`config.mk`:
```
export PLATFORM = sky130hd
export DESIGN_NAME = axi4_sort_dma
export DESIGN_NICKNAME = d
export VERILOG_FILES = /design/src/rtl/axi4_sort_dma.sv
export SDC_FILE = /design/constraint.sdc
export NUM_CORES = 1
export LEC_CHECK = 0
export ABC_AREA = 1
export CAP_MARGIN = 30
export CORE_MARGIN = 4
export CORE_UTILIZATION = 39
export CTS_CLUSTER_DIAMETER = 150
export DETAILED_ROUTE_END_ITERATION = 7
export HOLD_SLACK_MARGIN = 0.08
export PLACE_DENSITY = 0.8
export SETUP_SLACK_MARGIN = 0.5
export SKIP_CTS_REPAIR_TIMING = 1
export SLEW_MARGIN = 20
export SYNTH_ARGS = -nofsm -noshare
export SYNTH_HDL_FRONTEND = slang
export SYNTH_SLANG_ARGS = --single-unit
```
`constraint.sdc`:
```
create_clock -name clk -period 6.1 [get_ports clk]
set_clock_uncertainty 0.1 [all_clocks]
set_input_delay 1.22 -clock clk [delete_from_list [all_inputs] [get_ports clk]]
set_output_delay 1.22 -clock clk [all_outputs]
set_load 0.01 [all_outputs]
```
`src/rtl/axi4_sort_dma.sv`:
```
// axi4_sort_dma: reads a block of words over AXI4-lite and feeds them to an
// external sorter. Once the sorter reports completion, it drains the sorted
// words and writes them back over AXI4-lite.
//
// Optional build macro SORT_DMA_ALIGN_CHECK_EN:
//   - Defined: a start with misaligned src/dst addresses finishes at once
//     with err set, and issues no bus or sorter traffic.
//   - Undefined: address bits [1:0] are dropped and err is always 0.
//
// Handshake rule on every AXI channel: a transfer happens on the rising edge
// where valid and ready are both 1. Once raised, a valid holds its payload
// until that edge. Every valid is a register, so none of them depends on a
// ready within the same cycle.
module axi4_sort_dma #(
  parameter int LOG_INPUT_NUM = 4,
  parameter int DATAWIDTH     = 32
) (
  input  logic                     clk,
  input  logic                     rst,
  // command
  input  logic                     start,
  input  logic [31:0]              src_addr,
  input  logic [31:0]              dst_addr,
  input  logic [LOG_INPUT_NUM:0]   count,
  output logic                     busy,
  output logic                     done,
  output logic                     err,
  // AXI4-lite write address
  output logic                     mem_axi_awvalid,
  input  logic                     mem_axi_awready,
  output logic [31:0]              mem_axi_awaddr,
  output logic [2:0]               mem_axi_awprot,
  // AXI4-lite write data
  output logic                     mem_axi_wvalid,
  input  logic                     mem_axi_wready,
  output logic [DATAWIDTH-1:0]     mem_axi_wdata,
  output logic [3:0]               mem_axi_wstrb,
  // AXI4-lite write response
  input  logic                     mem_axi_bvalid,
  output logic                     mem_axi_bready,
  // AXI4-lite read address
  output logic                     mem_axi_arvalid,
  input  logic                     mem_axi_arready,
  output logic [31:0]              mem_axi_araddr,
  output logic [2:0]               mem_axi_arprot,
  // AXI4-lite read data
  input  logic                     mem_axi_rvalid,
  output logic                     mem_axi_rready,
  input  logic [DATAWIDTH-1:0]     mem_axi_rdata,
  // sorter
  output logic [DATAWIDTH-1:0]     sort_din,
  output logic                     sort_push,
  input  logic                     sort_y_valid,
  input  logic [DATAWIDTH-1:0]     sort_dout,
  output logic                     sort_pop,
  // debug: current FSM state encoding
  output logic [3:0]               dbg_state
);

  typedef enum logic [3:0] {
    S_IDLE      = 4'd0,
    S_RD_ADDR   = 4'd1,
    S_RD_DATA   = 4'd2,
    S_PUSH      = 4'd3,
    S_WAIT_SORT = 4'd4,
    S_WR_REQ    = 4'd5,
    S_WR_RESP   = 4'd6,
    S_POP       = 4'd7,
    S_DONE      = 4'd8
  } state_t;

  localparam logic [LOG_INPUT_NUM:0] MAX_CNT = {1'b1, {LOG_INPUT_NUM{1'b0}}};

  state_t                  state, state_nx;
  logic [31:0]             src_q, dst_q;
  logic [LOG_INPUT_NUM:0]  cnt_q, rd_idx, wr_idx;
  logic [LOG_INPUT_NUM:0]  rd_idx_inc, wr_idx_inc, count_clamped;
  logic [DATAWIDTH-1:0]    rd_word, wr_word;
  logic                    arvalid_q, awvalid_q, wvalid_q, err_q;
  logic                    misaligned;

`ifdef SORT_DMA_ALIGN_CHECK_EN
  assign misaligned = (src_addr[1:0] != 2'b00) || (dst_addr[1:0] != 2'b00);
  assign err        = err_q;
`else
  assign misaligned = 1'b0;
  assign err        = 1'b0;
`endif

  assign count_clamped = (count > MAX_CNT) ? MAX_CNT : count;
  assign rd_idx_inc    = rd_idx + 1'b1;
  assign wr_idx_inc    = wr_idx + 1'b1;

  // State register; reset abandons any job in flight.
  always_ff @(posedge clk or posedge rst) begin
    if (rst) state <= S_IDLE;
    else     state <= state_nx;
  end

  // Next-state decode.
  always_comb begin
    state_nx = state;
    unique case (state)
      S_IDLE:      if (start) state_nx = (count == '0 || misaligned) ? S_DONE : S_RD_ADDR;
      S_RD_ADDR:   if (arvalid_q && mem_axi_arready) state_nx = S_RD_DATA;
      S_RD_DATA:   if (mem_axi_rvalid) state_nx = S_PUSH;
      S_PUSH:      state_nx = (rd_idx_inc == cnt_q) ? S_WAIT_SORT : S_RD_ADDR;
      S_WAIT_SORT: if (sort_y_valid) state_nx = S_WR_REQ;
      // Both channels may complete in either order; an already-dropped
      // valid means that channel's transfer is finished.
      S_WR_REQ:    if ((!awvalid_q || mem_axi_awready) && (!wvalid_q || mem_axi_wready))
                     state_nx = S_WR_RESP;
      S_WR_RESP:   if (mem_axi_bvalid) state_nx = S_POP;
      S_POP:       state_nx = (wr_idx_inc == cnt_q) ? S_DONE : S_WR_REQ;
      S_DONE:      state_nx = S_IDLE;
      default:     state_nx = S_IDLE;
    endcase
  end

  // Job registers, word buffers and registered valids.
  always_ff @(posedge clk or posedge rst) begin
    if (rst) begin
      src_q     <= '0;
      dst_q     <= '0;
      cnt_q     <= '0;
      rd_idx    <= '0;
      wr_idx    <= '0;
      rd_word   <= '0;
      wr_word   <= '0;
      arvalid_q <= 1'b0;
      awvalid_q <= 1'b0;
      wvalid_q  <= 1'b0;
      err_q     <= 1'b0;
    end else begin
      if (state == S_IDLE && start) begin
        src_q  <= src_addr & 32'hFFFF_FFFC;
        dst_q  <= dst_addr & 32'hFFFF_FFFC;
        cnt_q  <= count_clamped;
        rd_idx <= '0;
        wr_idx <= '0;
        err_q  <= misaligned;
      end
      if (state == S_RD_DATA && mem_axi_rvalid) rd_word <= mem_axi_rdata;
      if (state == S_PUSH) rd_idx <= rd_idx_inc;
      if (state == S_POP)  wr_idx <= wr_idx_inc;
      // Raised on entry to RD_ADDR; drops on the edge that takes the handshake.
      arvalid_q <= (state_nx == S_RD_ADDR);
      if (state != S_WR_REQ && state_nx == S_WR_REQ) begin
        awvalid_q <= 1'b1;
        wvalid_q  <= 1'b1;
        wr_word   <= sort_dout;
      end else begin
        if (mem_axi_awready) awvalid_q <= 1'b0;
        if (mem_axi_wready)  wvalid_q  <= 1'b0;
      end
    end
  end

  assign busy      = (state != S_IDLE);
  assign done      = (state == S_DONE);
  assign dbg_state = state;

  assign mem_axi_arvalid = arvalid_q;
  assign mem_axi_araddr  = src_q + (32'(rd_idx) << 2);
  assign mem_axi_arprot  = 3'b000;
  assign mem_axi_rready  = (state == S_RD_DATA);

  assign mem_axi_awvalid = awvalid_q;
  assign mem_axi_awaddr  = dst_q + (32'(wr_idx) << 2);
  assign mem_axi_awprot  = 3'b000;
  assign mem_axi_wvalid  = wvalid_q;
  assign mem_axi_wdata   = wr_word;
  assign mem_axi_wstrb   = 4'hF;
  assign mem_axi_bready  = (state == S_WR_RESP);

  assign sort_din  = rd_word;
  assign sort_push = (state == S_PUSH);
  assign sort_pop  = (state == S_POP);

endmodule

```
==> reports/results.env, run 1 <==
RUN_STATUS='finished, final reports clean'
POST-DP-HPWL_MM=16.90
TIMING.CRITICAL_PATH.REQUIRED_NS=4.78
CRIT_FANOUT=6
GRT_PASS1_VIAS=7142
STATIC-LEAKAGE-POWER_uW=0.005048
MIN_TCLK_POST_ROUTE_NS=4.929
CLOCK_TREE_FROM_TRITONCTS='built'
SYNTH_WARNINGS=0
POST_SYNTH_INST_COUNT=933
SETUP_TNS_NS=0
POST_SYNTH.CELL_AREA_AVG_UM2=8.331
CTS-BUFFERS-INSERTED=17
OVERFLOW=0
FLOORPLAN.DIE.HEIGHT_UM=149.2
CLOCK_TREE.HTREE_LEVEL_COUNT=4
DIE_WIDTH_UM=149.2
WL_MM=22.05
VIAS=7045
GROUTE.USAGE.OVERALL_PCT=19.78
AVGROUTEDWIREPERCELL_UM=14.90
UNREPAIRED_SETUP_ENDPOINTS_AFTER_GLOBAL_ROUTING='no'
MAXCAPVIOLATIONS=0
FINALCRITPERIODSHARE_PCT=80.81
FINALMAXSLEWVIOLATIONS=0
GRT_START_MAX_NET_PINS=98
ANTENNA_VIOLATIONS_BEFORE_REPAIR=0
YS_SEQ_AREA_SHARE_PCT=47.01
WORST_SLEW_MARGIN_REL_PCT=41.85
CTS.SINK_COUNT=146
SYNTHFLOPTYPE='sky130_fd_sc_hd__dfrtp_1'
LAYOUT-DRIVE-GT1-SHARE_PCT=7.819
ANTENNADIODECOUNT=0
FMAX_MHz=202.9
NUMBER_OF_NETS_IN_THE_FINAL_LAYOUT=1359
SYNTHESIS_TO_LAYOUT_AREA_GROWTH_PCT=45.12
SYNTH_ENABLE_FLOP_CELLS=0
SYNTH-SEQ-CELLS=146
DRTANTENNAVIOLNETS=0
CRITICAL_PATH_ARRIVAL_NS=3.61
TOTAL_POWER_uW=5323
TIMING.CRITICAL_PATH.TO_TYPE='primary output'
GP_ROUTABILITY_CONGESTION=0.8907
DR.PASS1.ITERS=5
CLOCK_TREE.ROOT_CELL='sky130_fd_sc_hd__clkbuf_16'
CLK_PATH_BUF_DEPTH=2
FILLER_CELL_COUNT=1801
PORT_BUFFERS=274
GRT_PASS1_WL_MM=35.93
DRC_ERRORS=0
CRITPATHKIND='flip-flop to primary output'
DRT_ITER0_MARKERS=305
IR_WORST_VDD_V=0.0002180
SYNTHARSTFLOPSHARE_PCT=100.0
TIMING.FINAL.HOLD_VIOLATIONS=0
WORST_MARGIN_PIN_SLEW_NS=0.8723
POST_SYNTH_INSTANCE_AREA_MM2=0.007772
HOLD_CLASS='flip-flop to flip-flop'
POWER_PER_CELL_AREA_mW_PER_MM2=471.9
WORST_SETUP_HOLD_PATH_CLK_SLEW_NS=0.07
DETAIL_ROUTE.VIAS_PER_CELL=4.760
FLOORPLAN.CORE_AREA_MM2=0.01953
CLOCK_INSERTION_DELAY_WORST_SKEW_NS=0.41
STD_CELL_ROWS=51
DIE_AREA_MM2=0.02225
INITIAL_CELL_DENSITY_OF_THE_CORE_PCT=39.81
CP-START-KIND='flip-flop'
SETUP_VIOLATIONS=0
BOUNDARYPINS=294
CELL_VARIETY_AFTER_SYNTH=35
Yosys cell counts (2+ instances only):
cell type	n	area, um^2
sky130_fd_sc_hd__fa_1	2	40.04
sky130_fd_sc_hd__nand3b_1	2	15.01
sky130_fd_sc_hd__clkbuf_2	3	15.01
sky130_fd_sc_hd__o22ai_1	8	50.05
sky130_fd_sc_hd__nor2_2	9	56.30
sky130_fd_sc_hd__xor2_1	51	446.7
sky130_fd_sc_hd__inv_1	86	322.8
sky130_fd_sc_hd__ha_1	12	150.1
sky130_fd_sc_hd__nor4_1	10	62.56
sky130_fd_sc_hd__nand2_4	3	33.78
sky130_fd_sc_hd__o21ai_1	5	25.02
sky130_fd_sc_hd__nor2_1	49	183.9
sky130_fd_sc_hd__nor3_1	21	105.1
sky130_fd_sc_hd__conb_1	2	7.510
sky130_fd_sc_hd__o21ai_0	72	360.4
sky130_fd_sc_hd__nor2_8	2	40.04
sky130_fd_sc_hd__inv_2	2	7.510
sky130_fd_sc_hd__o211ai_2	2	25.02
sky130_fd_sc_hd__nand2_2	5	31.28
sky130_fd_sc_hd__buf_2	10	50.05
sky130_fd_sc_hd__nand2_1	303	1137
sky130_fd_sc_hd__clkbuf_1	9	33.78
sky130_fd_sc_hd__dfrtp_1	146	3654
sky130_fd_sc_hd__nand4_1	20	125.1
sky130_fd_sc_hd__nand3_1	25	125.1
sky130_fd_sc_hd__a21oi_1	11	55.05
sky130_fd_sc_hd__mux2_2	32	360.4
sky130_fd_sc_hd__buf_4	18	135.1
sky130_fd_sc_hd__xnor2_1	7	61.31
layout make-up:
type                    count  area (um^2)  area share (%)
repair buffers            278         2793           24.76
inverters                  88        335.3           2.973
flip-flops and latches    146         3654           32.39
clock buffers              17        425.4           3.771
multi-input cells         672         3603           31.95
well taps                 265        331.6           2.940
clock inverters            14        137.6           1.220
cell usage in the layout (no fill, tap or decap), types with 3 or more instances in the layout:
| cell type | n |
|---|---|
| sky130_fd_sc_hd__inv_8 | 4 |
| sky130_fd_sc_hd__inv_6 | 6 |
| sky130_fd_sc_hd__nand2_4 | 3 |
| sky130_fd_sc_hd__inv_1 | 85 |
| sky130_fd_sc_hd__mux2_2 | 32 |
| sky130_fd_sc_hd__conb_1 | 15 |
| sky130_fd_sc_hd__nor3_1 | 21 |
| sky130_fd_sc_hd__nor2_2 | 9 |
| sky130_fd_sc_hd__ha_1 | 12 |
| sky130_fd_sc_hd__nand4_1 | 20 |
| sky130_fd_sc_hd__clkbuf_16 | 17 |
| sky130_fd_sc_hd__o22ai_1 | 8 |
| sky130_fd_sc_hd__a21oi_1 | 11 |
| sky130_fd_sc_hd__nor4_1 | 10 |
| sky130_fd_sc_hd__buf_4 | 3 |
| sky130_fd_sc_hd__clkdlybuf4s50_1 | 274 |
| sky130_fd_sc_hd__xnor2_1 | 7 |
| sky130_fd_sc_hd__o21ai_0 | 72 |
| sky130_fd_sc_hd__nand3_1 | 25 |
| sky130_fd_sc_hd__o21ai_1 | 5 |
| sky130_fd_sc_hd__dfrtp_1 | 146 |
| sky130_fd_sc_hd__nor2_1 | 49 |
| sky130_fd_sc_hd__nand2_2 | 5 |
| sky130_fd_sc_hd__xor2_1 | 51 |
| sky130_fd_sc_hd__nand2_1 | 303 |
final timing paths:
path,from,to,slack [ns],cells past startpoint
hold reg to reg,mem_axi_wdata[23],mem_axi_wdata[23],0.38,2
setup / recovery,wr_idx[0],mem_axi_awaddr[30],1.17,14
setup reg to reg,dbg_state[0],mem_axi_wdata[15],3.31,11
min in group asynchronous,rst,dst_q[5],1.11,2
max in group asynchronous,rst,src_q[26],3.87,3
hold / removal,mem_axi_wdata[23],mem_axi_wdata[23],0.38,2
routing by layer:
| metal | part of all wire, % | routed length, um | track usage, % | vias up |
|---|---|---|---|---|
| li1 | - | - | - | 3512 |
| met1 | 43 | 9400 | 25.77 | 3292 |
| met2 | 50 | 11000 | 33.17 | 208 |
| met3 | 5.5 | 1206 | 4.163 | 33 |
| met4 | 2.0 | 446 | 6.133 | 0 |
| met5 | 0 | 0 | 0 | - |
flip-flops by register name, summed over array words and instances, names as in the netlist:
signal,flops
mem_axi_wdata,32
sort_din,32
dst_q,30
src_q,30
cnt_q,5
rd_idx,5
wr_idx,5
dbg_state,4
mem_axi_arvalid,1
mem_axi_awvalid,1
mem_axi_wvalid,1
critical path, cell delays in order, from the launching register on:
cell and delay [ns]:
sky130_fd_sc_hd__dfrtp_1 0.45, sky130_fd_sc_hd__ha_1 0.21, sky130_fd_sc_hd__inv_1 0.08, sky130_fd_sc_hd__fa_1 0.43, sky130_fd_sc_hd__nand3b_1 0.18, sky130_fd_sc_hd__nand2_1 0.12, sky130_fd_sc_hd__a21oi_1 0.09, sky130_fd_sc_hd__nor2_2 0.17
sky130_fd_sc_hd__nand2_1 0.09, sky130_fd_sc_hd__nor2_2 0.23, sky130_fd_sc_hd__nand2_2 0.09, sky130_fd_sc_hd__nor2_1 0.22, sky130_fd_sc_hd__nand2_1 0.11, sky130_fd_sc_hd__xor2_1 0.15, sky130_fd_sc_hd__clkdlybuf4s50_1 0.57
report_power, final:
| group | switching, uW | total, uW | internal, uW |
|---|---|---|---|
| Combinational | 1320 | 2590 | 1270 |
| Clock | 461 | 1000 | 540 |
| Sequential | 329 | 1730 | 1410 |
| Total | 2110 | 5320 | 3210 |
cell families after synthesis:
kind of cell,count (synthesis),share of synthesized area (%)
AND/OR/NAND/NOR,453,25.14
flip-flops,146,47.01
buffers and inverters,128,7.260
AO/OA/AOI/OAI,100,6.874
XOR/XNOR,58,6.536
multiplexers,32,4.636
adder cells (fa/ha/maj),14,2.447
other,2,0.09662
through the flow:
step / area, um^2 / instances / hold slack [ns] / setup slack [ns] / util [%]
final: 11280 / 1480 / 0.3774 / 1.171 / 57.77
after global routing: 11280 / 1480 / 0.4114 / 0.8588 / 57.77
after CTS: 11280 / 1480 / 0.3840 / 1.123 / 57.77
after detailed placement: 10720 / 1449 / 0.3687 / 1.589 / 54.88
after global placement: 10690 / 1448 / 0.3616 / 1.612 / 54.74
after floorplan: 7821 / 946 / 0.3483 / 0.8570 / -
No activity file was read; power rests on OpenSTA's default activity.
==> run 2: changes to the inputs <==
==> constraint.sdc (replaced) <==
create_clock -name clk -period 4.9 [get_ports clk]
set_clock_uncertainty 0.1 [all_clocks]
set_input_delay 0.98 -clock clk [delete_from_list [all_inputs] [get_ports clk]]
set_output_delay 0.98 -clock clk [all_outputs]
set_load 0.01 [all_outputs]
==> run 2 against run 1 <==
  * Wire length is 1.9% higher
  * Register-to-register slack worse by 1.3 ns
  * Largest cell class is now multi-input combinational cells
  * Sequential power rose by 25%
  * Sequential share of layout area decreased by 0.40 points
  * Critical path depth shrank 2
  * Critical endpoint is now mem_axi_awaddr[12]
==> reports/results.env, run 2 (synthesized netlist as in run 1, its figures left out) <==
CLOCK_TREE.HTREE_LEVEL_COUNT=4  # unchanged
FIN_AREA_MM2=0.01143  # +1.3%
DIE_AREA_MM2=0.02225  # unchanged
POWER_PER_CELL_AREA_mW_PER_MM2=584.8  # +24%
GROUTE.USAGE.OVERALL_PCT=19.92  # +0.13 points
BOUNDARYPINS=294  # unchanged
LAYOUT-DRIVE-GT1-SHARE_PCT=9.016  # +1.2 points
FMAX_MHz=234.0
NUMBER_OF_NETS_IN_THE_FINAL_LAYOUT=1363  # +0.29%
CRITICAL_PATH_ARRIVAL_NS=3.19  # -0.42 ns
WORST_SETUP_HOLD_PATH_CLK_SLEW_NS=0.06  # about the same
IR_WORST_VDD_V=0.0002801  # +28%
ANTENNADIODECOUNT=0  # unchanged
TIMING.CRITICAL_PATH.TO_TYPE='primary output'
GRT_PASS1_WL_MM=35.80  # -0.36%
LAYOUT_COMMON_CELLS='301 x sky130_fd_sc_hd__nand2_1, 266 x sky130_fd_sc_hd__clkdlybuf4s50_1, 144 x sky130_fd_sc_hd__dfrtp_1'
VIAS=7134  # +1.3%
CP_COMMON_CELL='sky130_fd_sc_hd__nand2_1'
CLOCK_TREE_FROM_TRITONCTS='built'
SLOWEST_STAGE_CELL_CP='sky130_fd_sc_hd__clkdlybuf4s50_1'
GRT_PASS1_VIAS=7215  # +1.0%
CTS-BUFFERS-INSERTED=17  # unchanged
SYNTHESIS_TO_LAYOUT_AREA_GROWTH_PCT=47.02
DETAIL_ROUTE.VIAS_PER_CELL=4.804  # +0.92%
CRITPATHKIND='flip-flop to primary output'
DRTANTENNAVIOLNETS=0  # unchanged
INITIAL_CELL_DENSITY_OF_THE_CORE_PCT=39.81  # unchanged
DRC_ERRORS=0  # unchanged
CLOCK_TREE.ROOT_CELL='sky130_fd_sc_hd__clkbuf_16'
FLOORPLAN.CORE_AREA_MM2=0.01953  # unchanged
TIMING.CRITICAL_PATH.CELLS='ha_1 > inv_1 > fa_1 > nand3b_1 > nand2_1 > a21oi_1 > nor2_2 > nand2_1 > nor2_4 > nand2_2 > xor2_1 > clkdlybuf4s50_1'
GRT_START_MAX_NET_PINS=98  # unchanged
SETUP_TNS_NS=0  # unchanged
WL_MM=22.47  # +1.9%
WORST_SLEW_MARGIN_REL_PCT=42.39  # +0.54 points
MAXCAPVIOLATIONS=0  # unchanged
TIMING.FINAL.HOLD_VIOLATIONS=0  # unchanged
CTS.SINK_COUNT=146  # unchanged
FINALMAXSLEWVIOLATIONS=0  # unchanged
POST-DP-HPWL_MM=17.07  # +1.0%
DIE_WIDTH_UM=149.2  # unchanged
MIN_TCLK_POST_ROUTE_NS=4.274
CRIT_FANOUT=6  # unchanged
PORT_BUFFERS=274  # unchanged
TIMING.CRITICAL_PATH.REQUIRED_NS=3.82  # -0.96 ns
FINALCRITPERIODSHARE_PCT=87.23
CP-START-KIND='flip-flop'
STD_CELL_ROWS=51  # unchanged
UNREPAIRED_SETUP_ENDPOINTS_AFTER_GLOBAL_ROUTING='yes'
STATIC-LEAKAGE-POWER_uW=0.005165  # +2.3%
WORST_MARGIN_PIN_SLEW_NS=0.8642  # -0.008150 ns
FLOORPLAN.DIE.HEIGHT_UM=149.2  # unchanged
DRT_ITER0_MARKERS=334  # +9.5%
CLK_PATH_BUF_DEPTH=2  # unchanged
FILLER_CELL_COUNT=1753  # -2.7%
FINAL.SETUP.WORST_SLACK_NS=0.6259  # -0.5448 ns
OVERFLOW=0  # unchanged
ANTENNA_VIOLATIONS_BEFORE_REPAIR=0  # unchanged
PRECTSSETUPSLACK_NS=0.6322  # -0.9573 ns
CRITICAL-PATH-MAX-STAGE-DELAY_NS=0.56  # about the same
POST_DP_CELL_AREA_MM2=0.01074  # +0.22%
LAYOUT_COMMONEST_CELL='sky130_fd_sc_hd__nand2_1'
HOLD_CLASS='flip-flop to flip-flop'
DR.PASS1.ITERS=6  # +1
SETUP_VIOLATIONS=0  # unchanged
FIN_UTIL_PCT=58.52  # +0.76 points
RUN_STATUS='finished, final reports clean'
GP_ROUTABILITY_CONGESTION=0.8879  # -0.31%
AVGROUTEDWIREPERCELL_UM=15.13  # +1.5%
CLOCK_INSERTION_DELAY_WORST_SKEW_NS=0.41  # about the same
==> run 2: cell count changes in the layout (fill, tap and decap cells not counted), sizes merged <==
cell / delta
clkdlybuf4s50: -8
dlymetal6s2s: +8
clkinv: -3
buf: +4
inv: -2
clkinvlp: +4
bufinv: +1
clkbuf: +1
==> run 2: worst paths after layout <==
check / slack (ns) / to / from / cells after the start
setup / recovery: 0.63 / mem_axi_awaddr[12] / wr_idx[0] / 12
hold / removal: 0.38 / dst_q[2] / dst_q[2] / 2
setup reg to reg: 2.05 / mem_axi_wdata[25] / dbg_state[3] / 11
hold reg to reg: 0.38 / dst_q[2] / dst_q[2] / 2
max in group asynchronous: 3.18 / wr_idx[0] / rst / 3
min in group asynchronous: 0.84 / sort_din[2] / rst / 2
==> run 2: where the power goes <==
group | switching, uW | internal (uW) | total (uW)
logic | 1660 | 1580 | 3240
clock network | 561 | 718 | 1280
registers | 410 | 1750 | 2160
total | 2630 | 4050 | 6680
==> run 2: area by class of cell <==
type | instances | area [um^2] | area share, %
sequential | 146 | 3656 | 31.99
clock buffer | 18 | 429.2 | 3.756
tap | 265 | 331.6 | 2.902
clock inverter | 14 | 145.1 | 1.270
inverter | 88 | 334.1 | 2.923
timing repair buffer | 282 | 2860 | 25.03
multi-input combinational | 672 | 3671 | 32.13
==> run 2: critical path: cells and delay by family, from the launching register on <==
kind	cells	cell delay [ns]
and+or+nand+nor	6	0.88
DFF	1	0.41
adders and majority gates	2	0.61
AOI/OAI and AO/OA	1	0.09
buffers and inverters	2	0.63
xor gates and xnor gates	1	0.15
==> run 2: layer usage <==
layer,GRT usage (%),part of all wire [%]
met3,4.558,5.6
met1,24.83,42
met5,0,0
met4,6.773,2.5
met2,34.13,50
==> run 2: per-stage QoR <==
stage	hold WS [ns]	power, uW	instances
2_1_floorplan	0.3483	3787	946
3_3_place_gp	0.3617	5354	1449
3_5_place_dp	0.3679	5421	1450
4_1_cts	0.3851	6749	1482
5_1_grt	0.4085	7177	1485
6_report	0.3834	6682	1485
==> run 3: changes to the inputs <==
--- a/config.mk
+++ b/config.mk
@@ -15,6 +15,7 @@
 export PLACE_DENSITY = 0.8
 export SETUP_SLACK_MARGIN = 0.5
 export SKIP_CTS_REPAIR_TIMING = 1
+export SKIP_LAST_GASP = 1
 export SLEW_MARGIN = 20
 export SYNTH_ARGS = -nofsm -noshare
 export SYNTH_HDL_FRONTEND = slang
==> results of run 3 <==
Same layout as run 2: the final DEF is identical, and so are final timing and power.
